==> src/rtl/dft_dump_collector.sv <==
// Scan-dump collector: requests a dump from dft_top, buffers every strobed word in
// a FIFO and lets host logic drain it through a registered single-word pop port.
module dft_dump_collector #(
    parameter int DEPTH  = 64,
    parameter int ADDR_W = 6
) (
    input  logic              clk,
    input  logic              reset,
    input  logic              start,
    output logic              busy,
    output logic              done,
    output logic              overflow,
    output logic [ADDR_W:0]   word_cnt,
    output logic              dft_val_op,
    input  logic              dft_op_ack,
    input  logic [31:0]       dft_out,
    input  logic              dft_out_strobe,
    input  logic              dft_op_commit,
    output logic              dft_commit_ack,
    input  logic              rd_en,
    output logic [31:0]       rd_data,
    output logic              rd_valid,
    output logic              empty
);

    localparam logic [2:0] ST_IDLE    = 3'd0;
    localparam logic [2:0] ST_REQ     = 3'd1;
    localparam logic [2:0] ST_CAPTURE = 3'd2;
    localparam logic [2:0] ST_ACK     = 3'd3;
    localparam logic [2:0] ST_DONE    = 3'd4;

    localparam logic [ADDR_W:0]   CNT_FULL = (ADDR_W + 1)'(DEPTH);
    localparam logic [ADDR_W:0]   CNT_ONE  = (ADDR_W + 1)'(1);
    localparam logic [ADDR_W:0]   CNT_ZERO = (ADDR_W + 1)'(0);
    localparam logic [ADDR_W-1:0] PTR_ONE  = ADDR_W'(1);
    localparam logic [ADDR_W-1:0] PTR_ZERO = ADDR_W'(0);

    logic [2:0]        state_r;
    logic [2:0]        state_next_s;
    logic              ack_first_r;
    logic [31:0]       mem_r [DEPTH];
    logic [ADDR_W-1:0] wr_ptr_r;
    logic [ADDR_W-1:0] rd_ptr_r;
    logic [ADDR_W:0]   cnt_r;
    logic [ADDR_W:0]   cnt_next_s;
    logic              busy_r;
    logic              done_r;
    logic              val_op_r;
    logic              commit_ack_r;
    logic              overflow_r;
    logic              empty_r;
    logic [31:0]       rd_data_r;
    logic              rd_valid_r;

    logic              flush_s;
    logic              accept_s;
    logic              full_s;
    logic              wr_s;
    logic              drop_s;
    logic              rd_s;

    // Next-state decode of the dump handshake
    always_comb begin
        state_next_s = state_r;
        case (state_r)
            ST_IDLE, ST_DONE: begin
                if (start) begin
                    state_next_s = ST_REQ;
                end else begin
                    state_next_s = ST_IDLE;
                end
            end
            ST_REQ: begin
                if (dft_op_ack) begin
                    state_next_s = ST_CAPTURE;
                end else begin
                    state_next_s = ST_REQ;
                end
            end
            ST_CAPTURE: begin
                if (dft_op_commit) begin
                    state_next_s = ST_ACK;
                end else begin
                    state_next_s = ST_CAPTURE;
                end
            end
            ST_ACK: begin
                if (!dft_op_commit) begin
                    state_next_s = ST_DONE;
                end else begin
                    state_next_s = ST_ACK;
                end
            end
            default: state_next_s = ST_IDLE;
        endcase
    end

    // FIFO write/pop qualification; a pop never frees room for a same-cycle write
    always_comb begin
        flush_s  = ((state_r == ST_IDLE) || (state_r == ST_DONE)) && start;
        accept_s = (state_r == ST_REQ) || (state_r == ST_CAPTURE) ||
                   ((state_r == ST_ACK) && ack_first_r);
        full_s   = (cnt_r == CNT_FULL);
        wr_s     = accept_s && dft_out_strobe && !full_s;
        drop_s   = accept_s && dft_out_strobe && full_s;
        rd_s     = rd_en && (cnt_r != CNT_ZERO);
    end

    // Occupancy update; flush can only coincide with a pop, never with a write
    always_comb begin
        cnt_next_s = cnt_r;
        if (flush_s) begin
            cnt_next_s = CNT_ZERO;
        end else begin
            case ({wr_s, rd_s})
                2'b10:   cnt_next_s = cnt_r + CNT_ONE;
                2'b01:   cnt_next_s = cnt_r - CNT_ONE;
                default: cnt_next_s = cnt_r;
            endcase
        end
    end

    // FSM state and registered handshake/status outputs
    always_ff @(posedge clk) begin
        if (reset) begin
            state_r      <= ST_IDLE;
            ack_first_r  <= 1'b0;
            busy_r       <= 1'b0;
            done_r       <= 1'b0;
            val_op_r     <= 1'b0;
            commit_ack_r <= 1'b0;
        end else begin
            state_r      <= state_next_s;
            ack_first_r  <= (state_next_s == ST_ACK) && (state_r != ST_ACK);
            busy_r       <= (state_next_s == ST_REQ) || (state_next_s == ST_CAPTURE) ||
                            (state_next_s == ST_ACK);
            done_r       <= (state_next_s == ST_DONE);
            val_op_r     <= (state_next_s == ST_REQ);
            commit_ack_r <= (state_next_s == ST_ACK);
        end
    end

    // FIFO pointers, occupancy and sticky overflow
    always_ff @(posedge clk) begin
        if (reset) begin
            wr_ptr_r   <= PTR_ZERO;
            rd_ptr_r   <= PTR_ZERO;
            cnt_r      <= CNT_ZERO;
            empty_r    <= 1'b1;
            overflow_r <= 1'b0;
        end else begin
            cnt_r   <= cnt_next_s;
            empty_r <= (cnt_next_s == CNT_ZERO);
            if (flush_s) begin
                wr_ptr_r   <= PTR_ZERO;
                rd_ptr_r   <= PTR_ZERO;
                overflow_r <= 1'b0;
            end else begin
                if (wr_s) begin
                    wr_ptr_r <= wr_ptr_r + PTR_ONE;
                end
                if (rd_s) begin
                    rd_ptr_r <= rd_ptr_r + PTR_ONE;
                end
                if (drop_s) begin
                    overflow_r <= 1'b1;
                end
            end
        end
    end

    // Storage array; contents need no reset since occupancy gates every read
    always_ff @(posedge clk) begin
        if (wr_s) begin
            mem_r[wr_ptr_r] <= dft_out;
        end
    end

    // Registered pop port; rd_data holds its last value when nothing is popped
    always_ff @(posedge clk) begin
        if (reset) begin
            rd_data_r  <= 32'h0000_0000;
            rd_valid_r <= 1'b0;
        end else begin
            rd_valid_r <= rd_s;
            if (rd_s) begin
                rd_data_r <= mem_r[rd_ptr_r];
            end
        end
    end

    assign busy           = busy_r;
    assign done           = done_r;
    assign overflow       = overflow_r;
    assign word_cnt       = cnt_r;
    assign dft_val_op     = val_op_r;
    assign dft_commit_ack = commit_ack_r;
    assign rd_data        = rd_data_r;
    assign rd_valid       = rd_valid_r;
    assign empty          = empty_r;

endmodule
==> config.mk <==
export PLATFORM = sky130hd
export DESIGN_NAME = dft_dump_collector
export DESIGN_NICKNAME = d
export VERILOG_FILES = /design/src/rtl/dft_dump_collector.sv
export SDC_FILE = /design/constraint.sdc
export NUM_CORES = 2
export LEC_CHECK = 0
export CAP_MARGIN = 10
export CORE_UTILIZATION = 40
export DETAILED_ROUTE_END_ITERATION = 12
export SLEW_MARGIN = 5
export SYNTH_ARGS = -nofsm -noshare
export SYNTH_HDL_FRONTEND = slang
export SYNTH_SLANG_ARGS = --single-unit
==> constraint.sdc <==
create_clock -name clk -period 7.5 [get_ports clk]
set_clock_uncertainty 0.15 [all_clocks]
set_input_delay 1.5 -clock clk [delete_from_list [all_inputs] [get_ports clk]]
set_output_delay 1.5 -clock clk [all_outputs]
set_load 0.05 [all_outputs]
---- After elaboration in Yosys (flattened, before gate mapping) ----
Memories as Yosys holds them, arrays and structs flattened. A register that Yosys moved wholly into a read port is not among the register bits.
Index checks and enable logic that the tools add are counted.
operators by class
  multiplexer cells ....................... 9
  reduce and logical (&&, ||, !) cells .... 18
  equality and inequality tests ........... 12
  add/sub/neg operators ................... 4
operators by type and width
  cell                                              count
  case mux 7 bit (2 select lines)                   1
  adder 6 x 1 -> 6 bit, second input constant       2
  == test 3 x 2 -> 1 bit, second input constant     4
  case mux 3 bit (4 select lines)                   1
  adder 7 x 1 -> 7 bit, second input constant       1
  == test 7 bit, second input constant              1
  logical AND 1 bit                                 7
  zero test 7 bit                                   1
  2-to-1 mux 7 bit                                  1
  nonzero test 7 bit                                1
  subtractor 7 x 1 -> 7 bit, second input constant  1
  == test 3 x 1 -> 1 bit, second input constant     2
  == test 3 bit, second input constant              2
  logical OR 1 bit                                  5
  2-to-1 mux 1 bit                                  4
  OR reduction 2 bit                                2
  zero test 3 bit                                   1
  2-to-1 mux 3 bit                                  1
  != test 3 x 2 -> 1 bit, second input constant     1
  == test 2 x 1 -> 1 bit, second input constant     1
  == test 2 bit, second input constant              1
  2-to-1 mux 2 bit                                  1
  zero test 1 bit                                   1
word-level totals
  bits of input ports ..................... 39
  output and inout port bits .............. 46
  word-level logic and storage cells ...... 56
  bits in writable memories ............... 2048
  bits in registers ....................... 30
  memories kept ........................... 1
memories
  memory  words  width  rd ports  clocked after Yosys merged registers in  wr ports  RTL line  RTL
  mem_r   64     32     1         1                                        1         41        logic [31:0] mem_r [DEPTH];

---- Longest topological paths before layout ----
  depth in word-level cells ............... 9
  depth in mapped cells ................... 12
  mapped depth without buffers ............ 11

---- Worst setup path after synthesis ----
No wires, ideal clock.
  kind .................................... in2reg
  start point ............................. input dft_out_strobe
  end point ............................... memory mem_r[49][0], enable pin
  data arrival time ....................... 3.795 ns
  required time ........................... 6.929 ns
  setup slack ............................. 3.134 ns
  cell stages on the path ................. 5
  buffers on the path ..................... 0
  cell sequence ........................... nor4b_2 -> nand2_1 -> nor2_1 -> nand3b_1 -> nor2_1
between the ends
  cells in the longest elaborated chain, start to end .. 4
ends and longest elaborated chain
  element                                 RTL line  RTL
  start, declared                         17        input logic dft_out_strobe,
  logical AND 1 bit (2 in a row)          104       wr_s = accept_s && dft_out_strobe && !full_s;
  2-to-1 mux 1 bit                        174       if (wr_s) begin
  2-to-1 mux 1 bit (not written as such)  175       mem_r[wr_ptr_r] <= dft_out;
  end, declared                           41
No other way between the ends.

---- Worst setup path after layout ----
  start point ............................. input dft_out_strobe
  end point ............................... memory mem_r[1][6], enable pin
Same word-level chain as after synthesis.

==> metrics.txt <==
status=complete, no violations; core outline area=about 200000 sq um; register area share after synthesis=77.5%; share of the synthesized area in the top cell type=76.0%; CTS sink cnt=approximately 2100; Post-Syn Nets=3835; CP Cell Sequence=clkdlybuf4s50_1 -> nor4b_2 -> nand2_1 -> nor2_1 -> nand3b_1 -> buf_4 -> nor2_4; FP Rows=about 160; Initial DRC Count=5151; internal power=about 19 mW; Port Buffer Count=84; Worst Hold Path Cells=2; postcts setup bufs=0; clk_lat worst skew=0.84 ns; io pins=85; Buf/Inv on CP=2; Hold Buf Count CTS=0; Crit Path Class=in2reg; post-synthesis cell area=roughly 81000 sq um; pin count of the biggest net entering global routing=between 90 and 100; CTS max path bufs=3; Final Hold Viols=0; fillers=between 15000 and 20000; Switching Share=21.6%; Placed Instance Area=between 80000 and 90000 sq um; Worst path slowest cell=nor2_4; CTS H-tree depth=4; Leakage=27.5 nW; CTS tree=done; type of origin of the critical path=input port; Die Wd=452 um; Sw Pwr=slightly above 5 mW; Mapped Cells=3787; Clk pwr share=41.1%; Final Non-Filler Cells=6794; Final min period=about 4.9 ns; DRT Pass-1 Iters=8; sequential fraction of design power=54.7%; die outline height=452 um; overall power=23.8 mW; nets=4005; Synth area leaders=edfxtp_1, mux4_2, mux2i_1, dfxtp_1, mux4_1; hold_ws=0.344 ns; Critical Path Fanout Max=32; hpwl dp=between 100000 and 150000 um; Detailed Route WL=227000 um; DRC viols=0; Tcrit/Tclk final=64.9%; placed cell count=6405; Die ar.=about 200000 sq um; Synth Register Bits=2110; TritonCTS Buffers=between 200 and 250; vias in the first global route=38800; Synth async-reset ratio=0%; Fmax=0.206 GHz; Peak supply drop=around 0.21 mV; post-route cell area=roughly 90000 sq um; Initial Util=40.4%; Critical Path AT=5.17 ns; setup TNS=0 ns; R2R cell count=7; Remaining Overflow, GRT=0; post_cts resized=0; commonest non-fill, non-tap cell in the layout=edfxtp_1; Slew HR=15.3%; Logic pwr share=4.2%; CP peak stage delay=approximately 0.95 ns; routed len/inst=33.4 um; area grow syn2layout=12.9%; share of cells above drive strength 1=21.3%; commonest cells after routing, fill and taps aside=edfxtp_1, mux4_2, mux2i_1, clkbuf_16, nand2_1; Hold Crit Class=reg2reg; routability cong.=0.834; Worst Tran Pin Value=1.27 ns; Yosys warning count=0; EDFF count, synth=2048; WP data required=7.80 ns; Max Cap Violations=0; CP endpoint kind=flip-flop; RSZ-0062 raised after global routing=no; power per cell area=260 nW/um^2; CTS Root Cell=clkbuf_16; Vias/cell=5.89; All-Layer GR Usage=22.1%; Synth area leader=edfxtp_1; Synth Flop Type=edfxtp_1; global-route wire length before repair=between 300000 and 400000 um; WP depth=7; register-to-register setup slack=3.19 ns; initial antenna violation count=10; Clock Pin Slew Worst Setup and Hold Paths=0.06 ns; post-route ant nets=0; vias=40000; post-synth cell types=63; Final setup viols=0; crit-path leading delay family=simple AND/OR/NAND/NOR gates; syn_area_per_cell=21.4 sq um; Max Slew Vio Count=0
[kinds of logic after synthesis]
kind of cell	count (synthesis)	synth area share, %
AND/OR/NAND/NOR	394	2.18
adder cells (fa/ha/maj)	9	0.148
buffers and inverters	219	1.72
flip-flops	2110	77.5
AO/OA/AOI/OAI	361	3.10
multiplexers	679	15.1
XOR/XNOR	15	0.162
[registers in the layout, indices dropped and copies added, names as in the netlist]
signal / count
mem_r: 2048
rd_data: 32
word_cnt: 7
rd_ptr_r: 6
wr_ptr_r: 6
state_r: 3
ack_first_r: 1
busy: 1
dft_commit_ack: 1
dft_val_op: 1
done: 1
empty: 1
overflow: 1
rd_valid: 1
[through the flow]
stage	util (%)	setup slack, ns
2_1_floorplan	-	3.13
3_3_place_gp	42.4	1.91
3_5_place_dp	42.4	1.81
4_1_cts	45.6	2.70
5_1_grt	45.6	2.55
6_report	45.6	2.64
[synth_stat cells, types with 43 or more instances]
cell type	number
a211oi_1	43
a21oi_1	59
a22oi_1	79
buf_2	64
clkbuf_1	64
dfxtp_1	62
edfxtp_1	2048
mux2i_1	250
mux4_2	404
nand2_1	157
nand3_1	57
nor2_1	108
o22ai_1	49
[worst paths after layout]
| kind | startpoint | to |
|---|---|---|
| max | dft_out_strobe | mem_r[1][6] |
| min | overflow | overflow |
| max reg2reg | state_r[0] | mem_r[1][6] |
| min reg2reg | overflow | overflow |
[area by class of cell]
| type | instances | area [sq um] | area share [%] |
|---|---|---|---|
| multi-input cells | 1458 | 17300 | 19.0 |
| diodes | 11 | 27.5 | 0.0301 |
| clock buffers | 271 | 5510 | 6.03 |
| well taps | 2656 | 3320 | 3.64 |
| flip-flops and latches | 2110 | 62800 | 68.7 |
| repair buffers | 176 | 1590 | 1.74 |
| inverters | 6 | 23.8 | 0.0260 |
| clock inverters | 106 | 792 | 0.867 |
[metal layers]
metal  vias to the layer above  track usage, %  wire, um  share of wire [%]
met1                     21500            31.0     91600                 40
met3                       288            3.50     18300                8.1
met5                         -               0        20             0.0088
met4                         2            7.04      7200                3.2
li1                      16200               -         -                  -
met2                      1926            35.6    109000                 48
[worst min-delay path: stages (launching register included)]
cell and delay (ns):
dfxtp_1 0.34, a41oi_1 0.05, nor2_1 0.07
[power by group through the flow]
stage                     registers [mW]  logic (mW)  clock network [mW]
after CTS                           13.0        1.01                9.90
after floorplan                     13.3       0.504                   0
after global routing                13.0        1.04                10.3
after detailed placement            13.3        1.01                   0
final                               13.0       0.994                9.78
after global placement              13.3        1.00                   0
Note: power is estimated with default switching activity, not from simulation.
